===== src/rtl/loader_pkg.sv =====
// Shared definitions for the UART boot loader: FSM states and the handshake bytes.
package loader_pkg;

    typedef enum logic [2:0] {
        IDLE,
        SEND_SYNC,
        RECV_SIZE,
        RECV_PROG,
        SEND_READY,
        DONE
    } state_t;

    localparam logic [7:0] LD_SYNC_BYTE  = 8'h99;
    localparam logic [7:0] LD_READY_BYTE = 8'hAA;

endpackage


===== src/rtl/word_packer.sv =====
// Assembles little-endian 32-bit words from a byte stream; lanes left unwritten read as zero.
module word_packer (
    input  logic        clock,
    input  logic        reset,
    input  logic        clear,
    input  logic        load,
    input  logic [1:0]  lane,
    input  logic [7:0]  data,
    input  logic        last,
    output logic        complete,
    output logic [31:0] word
);

    logic [31:0] acc;

    // word already contains the incoming byte so it can be captured on the completing cycle
    always_comb begin
        word = acc;
        word[{lane, 3'b000} +: 8] = data;
    end

    assign complete = load && ((lane == 2'd3) || last);

    always_ff @(posedge clock or posedge reset) begin
        if (reset)
            acc <= '0;
        else if (clear || complete)
            acc <= '0;
        else if (load)
            acc <= word;
    end

endmodule


===== src/rtl/program_loader.sv =====
// CPU-side UART boot loader: sync byte out, size and program bytes in, words into imem, ready byte out.
module program_loader
    import loader_pkg::*;
#(
    parameter int         ADDR_WIDTH = 14,
    parameter logic [7:0] SYNC_BYTE  = LD_SYNC_BYTE,
    parameter logic [7:0] READY_BYTE = LD_READY_BYTE
) (
    input  logic                  clock,
    input  logic                  reset,
    input  logic                  start,
    input  logic                  rx_ready,
    input  logic [7:0]            rdata,
    input  logic                  ferr,
    input  logic                  tx_busy,
    output logic                  tx_start,
    output logic [7:0]            sdata,
    output logic                  imem_we,
    output logic [ADDR_WIDTH-1:0] imem_addr,
    output logic [31:0]           imem_wdata,
    output logic                  busy,
    output logic                  done,
    output logic [1:0]            err
);

    localparam logic [32:0] MAX_BYTES = 33'(1) << (ADDR_WIDTH + 2);

    state_t              state, state_nxt;
    logic [31:0]         size, byte_cnt;
    logic [1:0]          size_cnt;
    logic [ADDR_WIDTH:0] word_idx;   // MSB set means imem is full

    logic        accept, tx_fire, take_size, take_prog, size_last, prog_last;
    logic [31:0] size_full;
    logic        pk_complete;
    logic [31:0] pk_word;

    always_ff @(posedge clock or posedge reset) begin
        if (reset)
            state <= IDLE;
        else
            state <= state_nxt;
    end

    always_comb begin
        state_nxt = state;
        case (state)
            IDLE, DONE: if (start) state_nxt = SEND_SYNC;
            SEND_SYNC:  if (tx_fire) state_nxt = RECV_SIZE;
            RECV_SIZE:  if (take_size && size_last)
                            state_nxt = (size_full == 32'd0) ? SEND_READY : RECV_PROG;
            RECV_PROG:  if (take_prog && prog_last) state_nxt = SEND_READY;
            SEND_READY: if (tx_fire) state_nxt = DONE;
            default:    state_nxt = IDLE;
        endcase
    end

    always_comb begin
        accept    = start && ((state == IDLE) || (state == DONE));
        tx_fire   = ((state == SEND_SYNC) || (state == SEND_READY)) && !tx_busy && !tx_start;
        take_size = rx_ready && (state == RECV_SIZE);
        take_prog = rx_ready && (state == RECV_PROG);
        size_full = {rdata, size[31:8]};
        size_last = (size_cnt == 2'd3);
        prog_last = (byte_cnt == size - 32'd1);
    end

    word_packer u_packer (
        .clock    (clock),
        .reset    (reset),
        .clear    (accept),
        .load     (take_prog),
        .lane     (byte_cnt[1:0]),
        .data     (rdata),
        .last     (prog_last),
        .complete (pk_complete),
        .word     (pk_word)
    );

    always_ff @(posedge clock or posedge reset) begin
        if (reset) begin
            tx_start   <= 1'b0;
            sdata      <= '0;
            imem_we    <= 1'b0;
            imem_addr  <= '0;
            imem_wdata <= '0;
            busy       <= 1'b0;
            done       <= 1'b0;
            err        <= '0;
            size       <= '0;
            size_cnt   <= '0;
            byte_cnt   <= '0;
            word_idx   <= '0;
        end else begin
            tx_start <= tx_fire;
            if (tx_fire)
                sdata <= (state == SEND_SYNC) ? SYNC_BYTE : READY_BYTE;

            imem_we <= pk_complete && !word_idx[ADDR_WIDTH];
            if (pk_complete) begin
                imem_wdata <= pk_word;
                imem_addr  <= word_idx[ADDR_WIDTH-1:0];
                if (!word_idx[ADDR_WIDTH])
                    word_idx <= word_idx + (ADDR_WIDTH+1)'(1);
            end

            if (accept) begin
                busy     <= 1'b1;
                done     <= 1'b0;
                err      <= '0;
                size     <= '0;
                size_cnt <= '0;
                byte_cnt <= '0;
                word_idx <= '0;
            end

            if (take_size) begin
                size     <= size_full;
                size_cnt <= size_cnt + 2'd1;
                if (ferr)
                    err[0] <= 1'b1;
                if (size_last && ({1'b0, size_full} > MAX_BYTES))
                    err[1] <= 1'b1;
            end

            if (take_prog) begin
                byte_cnt <= byte_cnt + 32'd1;
                if (ferr)
                    err[0] <= 1'b1;
            end

            if (tx_fire && (state == SEND_READY)) begin
                done <= 1'b1;
                busy <= 1'b0;
            end
        end
    end

endmodule


===== config.mk =====
export PLATFORM = sky130hd
export DESIGN_NAME = program_loader
export DESIGN_NICKNAME = d
export VERILOG_FILES = /design/src/rtl/loader_pkg.sv /design/src/rtl/word_packer.sv /design/src/rtl/program_loader.sv
export SDC_FILE = /design/constraint.sdc
export NUM_CORES = 1
export LEC_CHECK = 0
export ABC_AREA = 1
export BUFFER_PORTS_ARGS = -buffer_cell sky130_fd_sc_hd__buf_2
export CAP_MARGIN = 20
export CORE_MARGIN = 5
export CORE_UTILIZATION = 30
export DETAILED_ROUTE_END_ITERATION = 10
export PLACE_DENSITY = 0.42
export SYNTH_ARGS = -nofsm -noshare
export SYNTH_HDL_FRONTEND = slang
export SYNTH_SLANG_ARGS = --single-unit

===== constraint.sdc =====
create_clock -name clock -period 7.2 [get_ports clock]
set_clock_uncertainty 0.15 [all_clocks]
set_input_delay 0.36 -clock clock [delete_from_list [all_inputs] [get_ports clock]]
set_output_delay 0.36 -clock clock [all_outputs]
set_load 0.01 [all_outputs]

==> flow_metrics.tcl, run 1 <==
set metrics [dict create \
    routed_via_density 4.71 \
    multi_input_area_mm2 0.00429 \
    antenna_cells 0 \
    rsz0062_at_grt "no" \
    max_freq_ghz 0.274 \
    cts_buffers 17 \
    insertion_delay_ps 450 \
    peakVddDrop_mv 0.178 \
    setup_slack_ps 3560 \
    final_common_cell "nand2_1" \
    core_mm2 0.0307 \
    crit_chain "inv_1, ha_1, nand3_2, nor2_4, inv_2, o21bai_1, nand2_1, nor2_1, nand2_1, nor2_1, nand3_1, nor2_1, nand2_2, nand3_1, nand2_1, nand2_1, nand2_1" \
    synthAdderAreaFrac 0.0120 \
    synth.area.mux_share 0.00639 \
    critPathCaptureType "register" \
    crit_type "reg -> reg" \
    drt_iter0_drc 539 \
    max_stage_delay_ps 560 \
    dpl_cell_area_mm2 0.0101 \
    track_usage 0.165 \
    fillerInstances 3318 \
    postRouteAntennaNets 0 \
    syn_area_mm2 0.00940 \
    fin_crit_sh 0.506 \
    h-tree-depth 4 \
    crit_path_frequent_cell "nand2_1" \
    yosys_warnings 0 \
    nNetsFinal 1347 \
    synth-xor-area-share 0.0332 \
    slew_violations 0 \
    timing.slew.headroom 0.282 \
    cts_resized 0 \
    port_buffers 71 \
    synth_top_family_by_area "simple AND/OR/NAND/NOR gates" \
    yosys_most_used_dff "dfrtp_1" \
    clk_path_buf_depth 2 \
    avgSynthCellArea_um2 7.40 \
    drt_pass1_iterations 7 \
    ys_seq_elements 171 \
    cellLeakagePower_uw 0.00543 \
    globalRouteOverflowTotal 0 \
    dp_slack_ps 3520 \
    clock_sinks 171 \
    final-hold-violation-count 43 \
    final-seq-area_mm2 0.00428 \
    area.growth.synth_to_final_pct 14.0 \
    synth_top_area_frac 0.455 \
    synthDistinctLibCells 43 \
    layout_common_cells "nand2_1 (450), dfrtp_1 (171), inv_1 (148), nor2_1 (113), o22ai_1 (74)" \
    synthCells 1270 \
    dieArea_mm2 0.0350 \
    grt_pass1_vias 8175 \
    wl_mm 28.1 \
    synth-compound-area-share 0.0883 \
    wl_per_cell_um 16.2 \
    timing.setup.tns_ps 0 \
    cts_tree "built" \
    hp-class "in -> async" \
    rows 64 \
    async_flop_share 1.00 \
    violations "negative hold slack" \
    start_util 0.306 \
    die_y_um 187 \
    crit_path_top_delay_cell "nand3_1" \
    setup_violations 0 \
    hold_ws_ps -33.1 \
    die_w_um 187 \
    cp-start-kind "register" \
    fin_crit_ps 3640 \
    gp_congestion 0.873 \
    cp_data_arrival_time_ps 3820 \
    pin_count 74 \
    synth_area_leader_cell "dfrtp_1" \
    antenna_found_initial 0 \
    dp_hpwl_mm 20.5 \
    p_per_area_mw_per_mm2 362 \
    clockRootBuffer "clkbuf_16" \
    final_cell_area_mm2 0.0107 \
    grt_pass1_wl_mm 46.3 \
    clkTransAtPathRegs_ps 80 \
    grt_max_degree 99 \
    num_vias 8158 \
    critPathRequiredTime_ps 7380 \
    drv_cap 0 \
    synth_area_leaders "dfrtp_1 (46%), nand2_1 (18%), inv_1 (6.0%)" \
    drc_errors 0 \
    synthSimpleGateAreaFrac 0.316 \
    critical_path.max_fanout 20 \
    status "complete, but fails checks" \
    synth_edf_count 0 \
    tightest_slew_ps 1080 \
    seq_area_frac_synth 0.455 \
    drive_gt1_frac 0.104 \
]
## layout make-up
class                   instances  share of cell area
repair buffers                 79              0.0404
multi-input cells             897               0.400
well taps                     396              0.0462
clock buffers                  17              0.0397
inverters                     158              0.0558
clock inverters                15              0.0182
flip-flops and latches        171               0.399
## cells in the mapped netlist, types with 2 or more instances
cell type and instances:
nand4_1 17, clkinv_1 3, ha_1 9, dfrtp_1 171
nor4_1 8, buf_1 3, buf_6 5, nor3_1 18
nand2_1 450, a31oi_1 3, clkbuf_1 23, o21ai_1 3
mux2i_1 6, xnor2_1 11, nor2_4 6, nand2_4 2
a22oi_1 3, o22ai_1 74, nor2_2 8, o21ai_0 33
inv_2 6, buf_2 8, nand3_1 64, a21oi_1 18
xor2_1 22, nand3b_1 10, o211ai_1 2, inv_1 149
nand2_2 4, nor2_1 113, buf_4 6
## critical path, delay by kind of cell, from the launching register on
kind / cells / cell delay [ps]
compound gates: 1 / 140
simple gates: 13 / 2440
flops: 1 / 390
fa+ha+maj: 1 / 230
buf+inv: 2 / 180
## power breakdown
group          switching [µW]  internal [µW]  total (µW)
logic                    1150            547        1700
registers                 115           1070        1190
clock network             462            532         994
total                    1730           2150        3880
## stage by stage
| stage | power, µW | cells | util | hold WS, ps |
|---|---|---|---|---|
| final | 3880 | 1733 | 0.349 | -33.1 |
| after global routing | 4230 | 1733 | 0.349 | 53.1 |
| after CTS | 3930 | 1732 | 0.348 | 11.8 |
| after detailed placement | 2910 | 1698 | 0.327 | 303 |
| after global placement | 2930 | 1698 | 0.327 | 299 |
| after floorplan | 2460 | 1271 | - | 299 |
## repair_timing
item,in CTS,in global routing
setup buffers,0,0
endpoints found under the setup margin,0,0
endpoints found under the hold margin,1,0
hold buffers,2,0
## flip-flops by register name, indices dropped and copies added (netlist names)
register / flops
byte_cnt: 32
size_cnt: 2
word_idx: 15
state: 3
imem_addr: 14
size: 32
err: 2
busy: 1
sdata: 3
done: 1
imem_wdata: 32
u_packer.acc: 32
tx_start: 1
imem_we: 1
## routing by layer
metal / routed length [µm] / vias to the layer above / GRT usage
met5: 0 / - / 0
met4: 605 / 0 / 0.0506
met3: 861 / 39 / 0.0293
met2: 13600 / 122 / 0.276
met1: 13000 / 3843 / 0.219
li1: - / 4154 / -
## kinds of logic (layout without fill, tap and decap cells)
| logic type | Yosys count | in the layout |
|---|---|---|
| adder cells (fa/ha/maj) | 9 | 9 |
| buffers and inverters | 203 | 269 |
| XOR/XNOR | 34 | 34 |
| AO/OA/AOI/OAI | 141 | 141 |
| flip-flops | 171 | 171 |
| AND/OR/NAND/NOR | 705 | 705 |
| other | 1 | 2 |
| multiplexers | 6 | 6 |
## worst paths after layout
| path | start | depth (start not counted) | slack (ps) | to |
|---|---|---|---|---|
| min in group clock | tx_busy | 4 | 120 | tx_start |
| worst min-delay path | reset | 2 | -30 | imem_we |
| worst max-delay path | size[1] | 17 | 3560 | word_idx[5] |
| worst max register to register | size[1] | 17 | 3560 | word_idx[5] |
| max in group asynchronous | reset | 4 | 5590 | u_packer.acc[9] |
| worst min register to register | imem_wdata[8] | 2 | 310 | imem_wdata[8] |
Power figures use the tool's default switching activity.
==> run 2: changes to the inputs <==
--- a/config.mk
+++ b/config.mk
@@ -5,13 +5,13 @@
 export SDC_FILE = /design/constraint.sdc
 export NUM_CORES = 1
 export LEC_CHECK = 0
-export ABC_AREA = 1
+export ABC_AREA = 0
 export BUFFER_PORTS_ARGS = -buffer_cell sky130_fd_sc_hd__buf_2
 export CAP_MARGIN = 20
 export CORE_MARGIN = 5
 export CORE_UTILIZATION = 30
 export DETAILED_ROUTE_END_ITERATION = 10
-export PLACE_DENSITY = 0.42
+export PLACE_DENSITY = 0.43
 export SYNTH_ARGS = -nofsm -noshare
 export SYNTH_HDL_FRONTEND = slang
 export SYNTH_SLANG_ARGS = --single-unit
==> constraint.sdc (replaced) <==
create_clock -name clock -period 3.2 [get_ports clock]
set_clock_uncertainty 0.15 [all_clocks]
set_input_delay 0.16 -clock clock [delete_from_list [all_inputs] [get_ports clock]]
set_output_delay 0.16 -clock clock [all_outputs]
set_load 0.01 [all_outputs]
==> flow_metrics.tcl, run 2 <==
set metrics [dict create \
    status "complete, but fails checks" \
    violations "negative setup slack" \
    clkPwrFrac 0.213 \
    synth_area_leader_cell "dfrtp_1" \
    whs_path_depth 2 \
    drt_iter0_drc 328 \
    wl_per_cell_um 18.8 \
    setup_violations 92 \
    reg2reg_depth 11 \
    synthCells 891 \
    drive_gt1_frac 0.236 \
    final_cell_area_mm2 0.0111 \
    hold_path_end "size[30]" \
    drt_pass1_iterations 5 \
    switching_share 0.386 \
    cts_buffers 17 \
    tightest_slew_ps 847 \
    p_switching_uw 3900 \
    seq_area_frac_synth 0.478 \
    p_per_area_mw_per_mm2 911 \
    timing.rr.start "size[12]" \
    reg2reg_to "u_packer.acc[27]" \
    pin_count 74 \
    timing.setup.tns_ps -8270 \
    drv_cap 0 \
    yosys_most_used_dff "dfrtp_1" \
    antenna_found_initial 0 \
    synth_top_area_frac 0.478 \
    synth_edf_count 0 \
    seq_power_share 0.316 \
    combPwrFrac 0.471 \
    slew_violations 0 \
    critPathCaptureType "register" \
    max_freq_ghz 0.298 \
    start_util 0.303 \
    track_usage 0.158 \
    grt_pass1_vias 7552 \
    synth_common_cells "dfrtp_1 (171), a21oi_1 (84), nor3_1 (55), clkbuf_1 (47), nand2_1 (47)" \
    clkTransAtPathRegs_ps 70 \
    yosys_warnings 0 \
    gp_congestion 0.834 \
    final-hold-violation-count 0 \
    wl_mm 26.4 \
    layout_common_cells "dfrtp_1 (171), a21oi_1 (83), buf_4 (78), buf_2 (71), nor3_1 (51)" \
    globalRouteOverflowTotal 0 \
    fin_crit_sh 1.05 \
    rows 63 \
    core_mm2 0.0296 \
    dp_hpwl_mm 17.9 \
    async_flop_share 1.00 \
    insertion_delay_ps 440 \
    grt_max_degree 58 \
    die_y_um 183 \
    cp-start-kind "register" \
    peakVddDrop_mv 0.325 \
    p_int_uw 6190 \
    h-tree-depth 4 \
    dpl_cell_area_mm2 0.0102 \
    clk_path_buf_depth 2 \
    cp_data_arrival_time_ps 3520 \
    synthDistinctLibCells 73 \
    routed_via_density 5.22 \
    cellLeakagePower_uw 0.00488 \
    port_buffers 71 \
    drc_errors 0 \
    num_vias 7338 \
    antenna_cells 0 \
    critPathRequiredTime_ps 3360 \
    clock_sinks 171 \
    synth.most_common_cell "dfrtp_1" \
    die_w_um 183 \
    synth_area_leaders "dfrtp_1 (48%), a21oi_1 (4.7%), a32o_1 (3.8%)" \
    final_common_cell "dfrtp_1" \
    grt_pass1_wl_mm 42.5 \
    syn_area_mm2 0.00895 \
    cts_tree "built" \
    hp-class "in -> reg" \
    timing.slew.headroom 0.434 \
    reg2reg_setup_slack_ps -150 \
    fin_crit_ps 3350 \
    nNetsFinal 1027 \
    postRouteAntennaNets 0 \
    avgSynthCellArea_um2 10.0 \
    rsz0062_at_grt "yes" \
    power.total_uw 10100 \
    setup_slack_ps -155 \
    clockRootBuffer "clkbuf_16" \
    dieArea_mm2 0.0334 \
    area.growth.synth_to_final_pct 23.7 \
    fin_util 0.375 \
    crit_type "reg -> reg" \
    critical_path.max_fanout 8 \
    ys_seq_elements 171 \
    min_from "rdata[6]" \
]
## run 2: through the flow
step	instances	hold WS [ps]	setup WS, ps
6_report	1405	32.1	-155
2_1_floorplan	892	114	-45.7
5_1_grt	1405	21.8	-302
3_3_place_gp	1361	216	-130
3_5_place_dp	1361	219	-182
4_1_cts	1399	0.649	-99.6
## run 2: worst max-delay path by stage
stage | startpoint | end | slack [ps] | cells past startpoint
after floorplan | size[9] | imem_addr[3] | -50 | 11
after CTS | size[1] | word_idx[5] | -100 | 11
after detailed placement | size[1] | word_idx[6] | -180 | 11
final | size[12] | u_packer.acc[27] | -150 | 11
after global routing | size[1] | word_idx[7] | -300 | 11
after global placement | size[1] | word_idx[2] | -130 | 12
## run 2: logic make-up after synthesis
family / Yosys count / synth area share
fa+ha+maj: 9 / 0.0126
other cells: 1 / 0.000419
compound gates: 246 / 0.197
buf+inv: 95 / 0.0505
xor+xnor: 42 / 0.0411
mux: 26 / 0.0312
flops: 171 / 0.478
simple gates: 301 / 0.190
## run 2: metal layers
metal	share of wire	vias up	wire length [µm]	global-route usage
met1	0.51	3684	13400	0.225
li1	-	3550	-	-
met2	0.46	84	12100	0.251
met5	0	-	0	0
met4	0.011	0	303	0.0384
met3	0.021	20	550	0.0276
## run 2: critical path: stages (launching register included)
cell and delay, ps:
dfrtp_1 390, buf_4 170, xnor2_1 440, nand2_1 120, nor4_1 430, o31ai_1 140, a2111oi_2 450, and4_4 300
buf_12 140, nor2_4 70, clkbuf_16 190, a32o_1 240
## run 2: area by class of cell
| type | instances | area (µm²) |
|---|---|---|
| fillers | 3017 | 18500 |
| multi-input cells | 626 | 4350 |
| flip-flops and latches | 171 | 4280 |
| repair buffers | 172 | 1300 |
| well taps | 390 | 488 |
| clock buffers | 20 | 447 |
| clock inverters | 10 | 141 |
| inverters | 16 | 63.8 |
## run 2: repair_timing
item,CTS,global route
setup buffers,1,3
pin swaps,5,39
gates resized for setup,8,17
hold endpoints to repair,39,0
gates cloned,0,4
setup endpoints to repair,95,97
hold buffers,7,0
## run 2: power by group through the flow
| stage | Combinational [µW] | Sequential [µW] | Clock (µW) |
|---|---|---|---|
| detailed placement | 4590 | 3230 | 0 |
| global route | 5220 | 3270 | 2300 |
| global placement | 4610 | 3230 | 0 |
| finish | 4750 | 3190 | 2150 |
| CTS | 4670 | 3200 | 2220 |
| floorplan | 2730 | 3230 | 0 |
